==> config.mk <==
export PLATFORM = sky130hd
export DESIGN_NAME = instr_fetch_buffer
export DESIGN_NICKNAME = d
export VERILOG_FILES = /design/src/rtl/instr_fetch_buffer.sv
export SDC_FILE = /design/constraint.sdc
export NUM_CORES = 1
export LEC_CHECK = 0
export CORE_MARGIN = 4
export CORE_UTILIZATION = 55
export CTS_BUF_LIST = sky130_fd_sc_hd__clkbuf_4
export DETAILED_ROUTE_END_ITERATION = 10
export HOLD_SLACK_MARGIN = 0.05
export PLACE_DENSITY = 0.89
export SYNTH_ARGS = -nofsm -noshare
export SYNTH_HDL_FRONTEND = slang
export SYNTH_SLANG_ARGS = --single-unit
==> constraint.sdc <==
create_clock -name clk_i -period 4.4 [get_ports clk_i]
set_clock_uncertainty 0.05 [all_clocks]
set_input_delay 1.32 -clock clk_i [delete_from_list [all_inputs] [get_ports clk_i]]
set_output_delay 1.32 -clock clk_i [all_outputs]
set_load 0.03 [all_outputs]
==> src/rtl/instr_fetch_buffer.sv <==
// Instruction fetch buffer: forwards core fetch requests to memory under a credit limit,
// buffers responses in a DEPTH-entry FIFO and returns them in order. A flush empties the
// FIFO and discards any responses still in flight, while new fetches continue to be accepted.
//
// Optional feature: define INSTR_FETCH_BUF_ERR_EN to store the bus error bit alongside each
// word and return it on core_err_o; otherwise mem_err_i is ignored and core_err_o is 0.
//
// Ports:
//   clk_i, rstn_i             clock, asynchronous active-low reset
//   flush_i                   drop all buffered and in-flight fetches
//   core_req_i/core_gnt_o     core request / accept, core_addr_i fetch address
//   core_rvalid_o/core_rready_i, core_rdata_o, core_err_o   core response channel
//   mem_req_o/mem_gnt_i, mem_addr_o                        memory request channel
//   mem_rvalid_i, mem_rdata_i, mem_err_i                   memory response (no back-pressure)
//   outstanding_o             requests granted but not yet answered (debug)
module instr_fetch_buffer #(
  parameter int unsigned ADDR_W = 32,
  parameter int unsigned DATA_W = 32,
  parameter int unsigned DEPTH  = 4
) (
  input  logic                       clk_i,
  input  logic                       rstn_i,
  input  logic                       flush_i,
  input  logic                       core_req_i,
  output logic                       core_gnt_o,
  input  logic [ADDR_W-1:0]          core_addr_i,
  output logic                       core_rvalid_o,
  input  logic                       core_rready_i,
  output logic [DATA_W-1:0]          core_rdata_o,
  output logic                       core_err_o,
  output logic                       mem_req_o,
  input  logic                       mem_gnt_i,
  output logic [ADDR_W-1:0]          mem_addr_o,
  input  logic                       mem_rvalid_i,
  input  logic [DATA_W-1:0]          mem_rdata_i,
  input  logic                       mem_err_i,
  output logic [$clog2(DEPTH):0]     outstanding_o
);

  localparam int unsigned PtrW = $clog2(DEPTH);
  localparam int unsigned CntW = PtrW + 1;
`ifdef INSTR_FETCH_BUF_ERR_EN
  localparam int unsigned EntryW = DATA_W + 1;
`else
  localparam int unsigned EntryW = DATA_W;
`endif

  logic [CntW-1:0]   inflight_q, inflight_d;
  logic [CntW-1:0]   discard_q, discard_d;
  logic [CntW-1:0]   count_q, count_d;
  logic [PtrW-1:0]   wptr_q, wptr_d;
  logic [PtrW-1:0]   rptr_q, rptr_d;
  logic [EntryW-1:0] store_q [DEPTH];

  logic [CntW:0]     used;
  logic              credit_ok;
  logic              grant;
  logic              push;
  logic              pop;
  logic              drop;
  logic [EntryW-1:0] entry_in;
  logic [EntryW-1:0] head;

  // Every granted request reserves a FIFO slot, so a response can never find the FIFO full.
  assign used      = {1'b0, inflight_q} + {1'b0, count_q};
  assign credit_ok = used < (CntW + 1)'(DEPTH);

  assign mem_addr_o = core_addr_i;
  // Gated by rstn_i so the request path is quiet while reset is held.
  assign mem_req_o  = rstn_i & core_req_i & ~flush_i & credit_ok;
  assign core_gnt_o = mem_req_o & mem_gnt_i;
  assign grant      = core_gnt_o;

  // Responses owed to fetches issued before a flush are dropped until discard drains.
  assign drop = mem_rvalid_i & ~flush_i & (discard_q != '0);
  assign push = mem_rvalid_i & ~flush_i & (discard_q == '0);
  assign pop  = core_rvalid_o & core_rready_i & ~flush_i;

`ifdef INSTR_FETCH_BUF_ERR_EN
  assign entry_in = {mem_err_i, mem_rdata_i};
`else
  assign entry_in = mem_rdata_i;
  logic unused_mem_err;
  assign unused_mem_err = mem_err_i;
`endif

  always_comb begin
    inflight_d = inflight_q;
    unique case ({grant, mem_rvalid_i})
      2'b10:   inflight_d = inflight_q + CntW'(1);
      2'b01:   inflight_d = inflight_q - CntW'(1);
      default: inflight_d = inflight_q;
    endcase

    discard_d = discard_q;
    if (flush_i) begin
      // A response arriving in the flush cycle itself is already gone.
      discard_d = inflight_q - CntW'(mem_rvalid_i);
    end else if (drop) begin
      discard_d = discard_q - CntW'(1);
    end

    count_d = count_q;
    wptr_d  = wptr_q;
    rptr_d  = rptr_q;
    if (flush_i) begin
      count_d = '0;
      wptr_d  = '0;
      rptr_d  = '0;
    end else begin
      if (push) wptr_d = wptr_q + PtrW'(1);
      if (pop)  rptr_d = rptr_q + PtrW'(1);
      if (push && !pop) begin
        count_d = count_q + CntW'(1);
      end else if (pop && !push) begin
        count_d = count_q - CntW'(1);
      end
    end
  end

  always_ff @(posedge clk_i or negedge rstn_i) begin
    if (!rstn_i) begin
      inflight_q <= '0;
      discard_q  <= '0;
      count_q    <= '0;
      wptr_q     <= '0;
      rptr_q     <= '0;
    end else begin
      inflight_q <= inflight_d;
      discard_q  <= discard_d;
      count_q    <= count_d;
      wptr_q     <= wptr_d;
      rptr_q     <= rptr_d;
    end
  end

  always_ff @(posedge clk_i or negedge rstn_i) begin
    if (!rstn_i) begin
      for (int i = 0; i < DEPTH; i++) begin
        store_q[i] <= '0;
      end
    end else if (push) begin
      store_q[wptr_q] <= entry_in;
    end
  end

  assign head          = store_q[rptr_q];
  assign core_rvalid_o = (count_q != '0);
  assign core_rdata_o  = core_rvalid_o ? head[DATA_W-1:0] : '0;
`ifdef INSTR_FETCH_BUF_ERR_EN
  assign core_err_o    = core_rvalid_o & head[DATA_W];
`else
  assign core_err_o    = 1'b0;
`endif

  assign outstanding_o = inflight_q;

endmodule

==> flow_metrics.env <==
export IMPL_rows=41
export IMPL_ff2ff_setup_slack_ps=2080
export IMPL_h_tree_depth=4
export IMPL_viasPerCell=5.57
export IMPL_layout_drive_gt1_share=0.397
export IMPL_final_cell_mix="139 x dfrtp_1, 98 x mux2_2, 73 x clkdlybuf4s50_1"
export IMPL_hp_start="store_q[55]$_DFFE_PN0P_"
export IMPL_dieArea_um2=14700
export IMPL_cp_startpoint="count_q[1]$_DFFE_PN0P_"
export IMPL_finalSetupTns_ps=0
export IMPL_gr_total_overflow=0
export IMPL_fill_cells=964
export IMPL_fmax_mhz=242
export IMPL_portBuffers=76
export IMPL_rsz0062_at_grt="false"
export IMPL_final_common_cell="dfrtp_1"
export IMPL_status="finished, final reports clean"
export IMPL_netSwitchingFraction=0.343
export IMPL_switching_power_mw=1.53
export IMPL_crit_required_ps=3030
export IMPL_syn_num_nets=553
export IMPL_die_width_um=121
export IMPL_yosysSeqAreaShare=0.499
export IMPL_postSynthCellCount=468
export IMPL_p_per_area_nw_per_um2=563
export IMPL_p_leak_nw=3.83
export IMPL_worstHoldPathType="register to register"
export IMPL_ios=143
export IMPL_worstSetupPathType="register to primary output"
export IMPL_grtUsageTotal=0.204
export IMPL_whs_path_depth=1
export IMPL_syn_cell_area_um2=7080
export IMPL_r2r_end="outstanding_o[2]$_DFFE_PN0P_"
export IMPL_synth_edf_count=0
export IMPL_slew_violations=0
export IMPL_ant_nets=0
export IMPL_ys_seq_elements=141
export IMPL_numCtsBuffers=17
export IMPL_synth_flop_cell="dfrtp_1"
export IMPL_reg2reg_from="count_q[1]$_DFFE_PN0P_"
export IMPL_endpoint_kind="primary output"
export IMPL_cts_path_max_buffers=2
export IMPL_drc=0
export IMPL_fin_nets=598
export IMPL_grt_pass1_vias=4527
export IMPL_cp_arrival_ps=2750
export IMPL_antenna_found_initial=1
export IMPL_clk_latency_ps=530
export IMPL_core_area_um2=12600
export IMPL_dr_pass1_iters=4
export IMPL_tritoncts="yes"
export IMPL_clkTransAtPathRegs_ps=100
export IMPL_yosys_warnings=0
export IMPL_finalCriticalPeriod_ps=4120
export IMPL_ir_drop_uv=204
export IMPL_seqPwrFrac=0.400
export IMPL_wl_per_cell_um=19.6
export IMPL_cts_post_setup_buffers_inserted=0
export IMPL_drtIter0Drc=240
export IMPL_synth_area_leader_cell="dfrtp_1"
export IMPL_syn_to_final_growth_pct=12.1
export IMPL_crit_fanout=19
export IMPL_wl_um=13700
export IMPL_grt_max_degree=83
export IMPL_cts_root_buf="clkbuf_4"
export IMPL_synth_top_cell_area_share=0.499
export IMPL_post_cts_resize_count=0
export IMPL_cts_num_sinks=141
export IMPL_dieHeight_um=121
export IMPL_power_frac_comb=0.426
export IMPL_synth_area_per_cell_um2=15.1
export IMPL_fin_util=0.629
export IMPL_max_slew_margin=0.345
export IMPL_synth_area_leaders="dfrtp_1 50%, mux2_2 16%, mux4_2 10%"
export IMPL_critPathLaunchType="register"
export IMPL_dp_hpwl_um=8810
export IMPL_start_util=0.561
export IMPL_setup_viol=0
export IMPL_async_reset_ff_frac=1.00
export IMPL_timing_final_hold_violations=0
export IMPL_p_int_mw=2.93
export IMPL_pwr_share_clk=0.174
export IMPL_max_cap_violations=0
export IMPL_hold_buffers=0
export IMPL_vias=3892
export IMPL_grt_pass1_wl_um=22900
export IMPL_gp_congestion=0.733
export IMPL_hold_end="store_q[55]$_DFFE_PN0P_"
export IMPL_synth_cell_types=38
export IMPL_min_period_over_period=0.937
export IMPL_worst_r2r_path_depth=10
export IMPL_worst_pin_slew_ps=983
-- through the flow --
stage	instance area [um^2]	hold WS, ps	std cells	setup slack [ps]	total power [mW]
2_1_floorplan	7080	424	468	798	3.12
3_3_place_gp	7680	431	666	692	3.65
3_5_place_dp	7680	437	666	708	3.73
4_1_cts	7930	460	698	203	4.52
5_1_grt	7930	465	699	104	4.73
6_report	7930	458	699	276	4.47
-- cell usage after synthesis (2+ instances only) --
master and instances:
xnor2_1 2, o21ai_0 2, mux4_2 32, ha_1 11, buf_4 35, nand2_4 4
nand2_1 2, nand3_1 4, and2_1 33, dfrtp_1 141, mux2_2 98, xor2_1 7
buf_6 12, buf_2 4, mux2_4 31, a21oi_1 3, clkbuf_1 6, inv_1 11
fa_1 2, nor2_1 9, mux2i_1 2
-- sequential cells by signal, summed over array words and instances, names as in the netlist --
register / flops
wptr_q: 2
store_q: 128
outstanding_o: 3
rptr_q: 2
count_q: 3
discard_q: 3
-- cells by family (layout without fill, tap and decap cells) --
| family | count (synthesis) | count (layout) | share of synthesized area |
|---|---|---|---|
| fa+ha+maj | 13 | 13 | 0.0251 |
| compound gates | 9 | 9 | 0.0106 |
| flops | 141 | 141 | 0.499 |
| mux | 163 | 163 | 0.326 |
| xor+xnor | 9 | 9 | 0.0111 |
| other cells | 1 | 2 | 0.000530 |
| simple gates | 63 | 63 | 0.0587 |
| buf+inv | 69 | 127 | 0.0688 |
-- worst max-delay path by stage --
stage / depth (start not counted) / end / slack (ps)
floorplan: 4 / core_gnt_o / 800
global placement: 6 / core_gnt_o / 690
detailed placement: 6 / core_gnt_o / 710
CTS: 4 / core_rdata_o[31] / 200
global route: 4 / core_rdata_o[31] / 100
finish: 4 / core_rdata_o[31] / 280
-- metal layers --
layer  vias to the layer above  GRT usage  wire [um]
li1                       1727          -          -
met1                      2033      0.243       5710
met2                        94      0.352       7100
met3                        38     0.0522        527
met4                         0     0.0868        350
met5                         -          0          0
-- power by group through the flow --
stage / clock network, mW / logic [mW] / registers, mW
2_1_floorplan: 0 / 1.35 / 1.76
3_3_place_gp: 0 / 1.88 / 1.78
3_5_place_dp: 0 / 1.93 / 1.81
4_1_cts: 0.799 / 1.94 / 1.78
5_1_grt: 0.851 / 2.05 / 1.82
6_report: 0.777 / 1.91 / 1.79
-- worst max-delay path: stages (launching register included) --
cell and delay, ps:
dfrtp_1 480, or3_1 690, buf_12 280, and2_1 160, clkdlybuf4s50_1 600
-- final cells by class --
type,instances,area (um^2),area share
Antenna cell,1,2.50,0.000315
Clock buffer,20,150,0.0189
Clock inverter,12,103,0.0129
Inverter,11,41.3,0.00521
Multi-Input combinational cell,258,3060,0.386
Sequential cell,141,3530,0.445
Tap cell,172,215,0.0271
Timing Repair Buffer,84,830,0.105
Note: power is estimated with default switching activity, not from simulation.
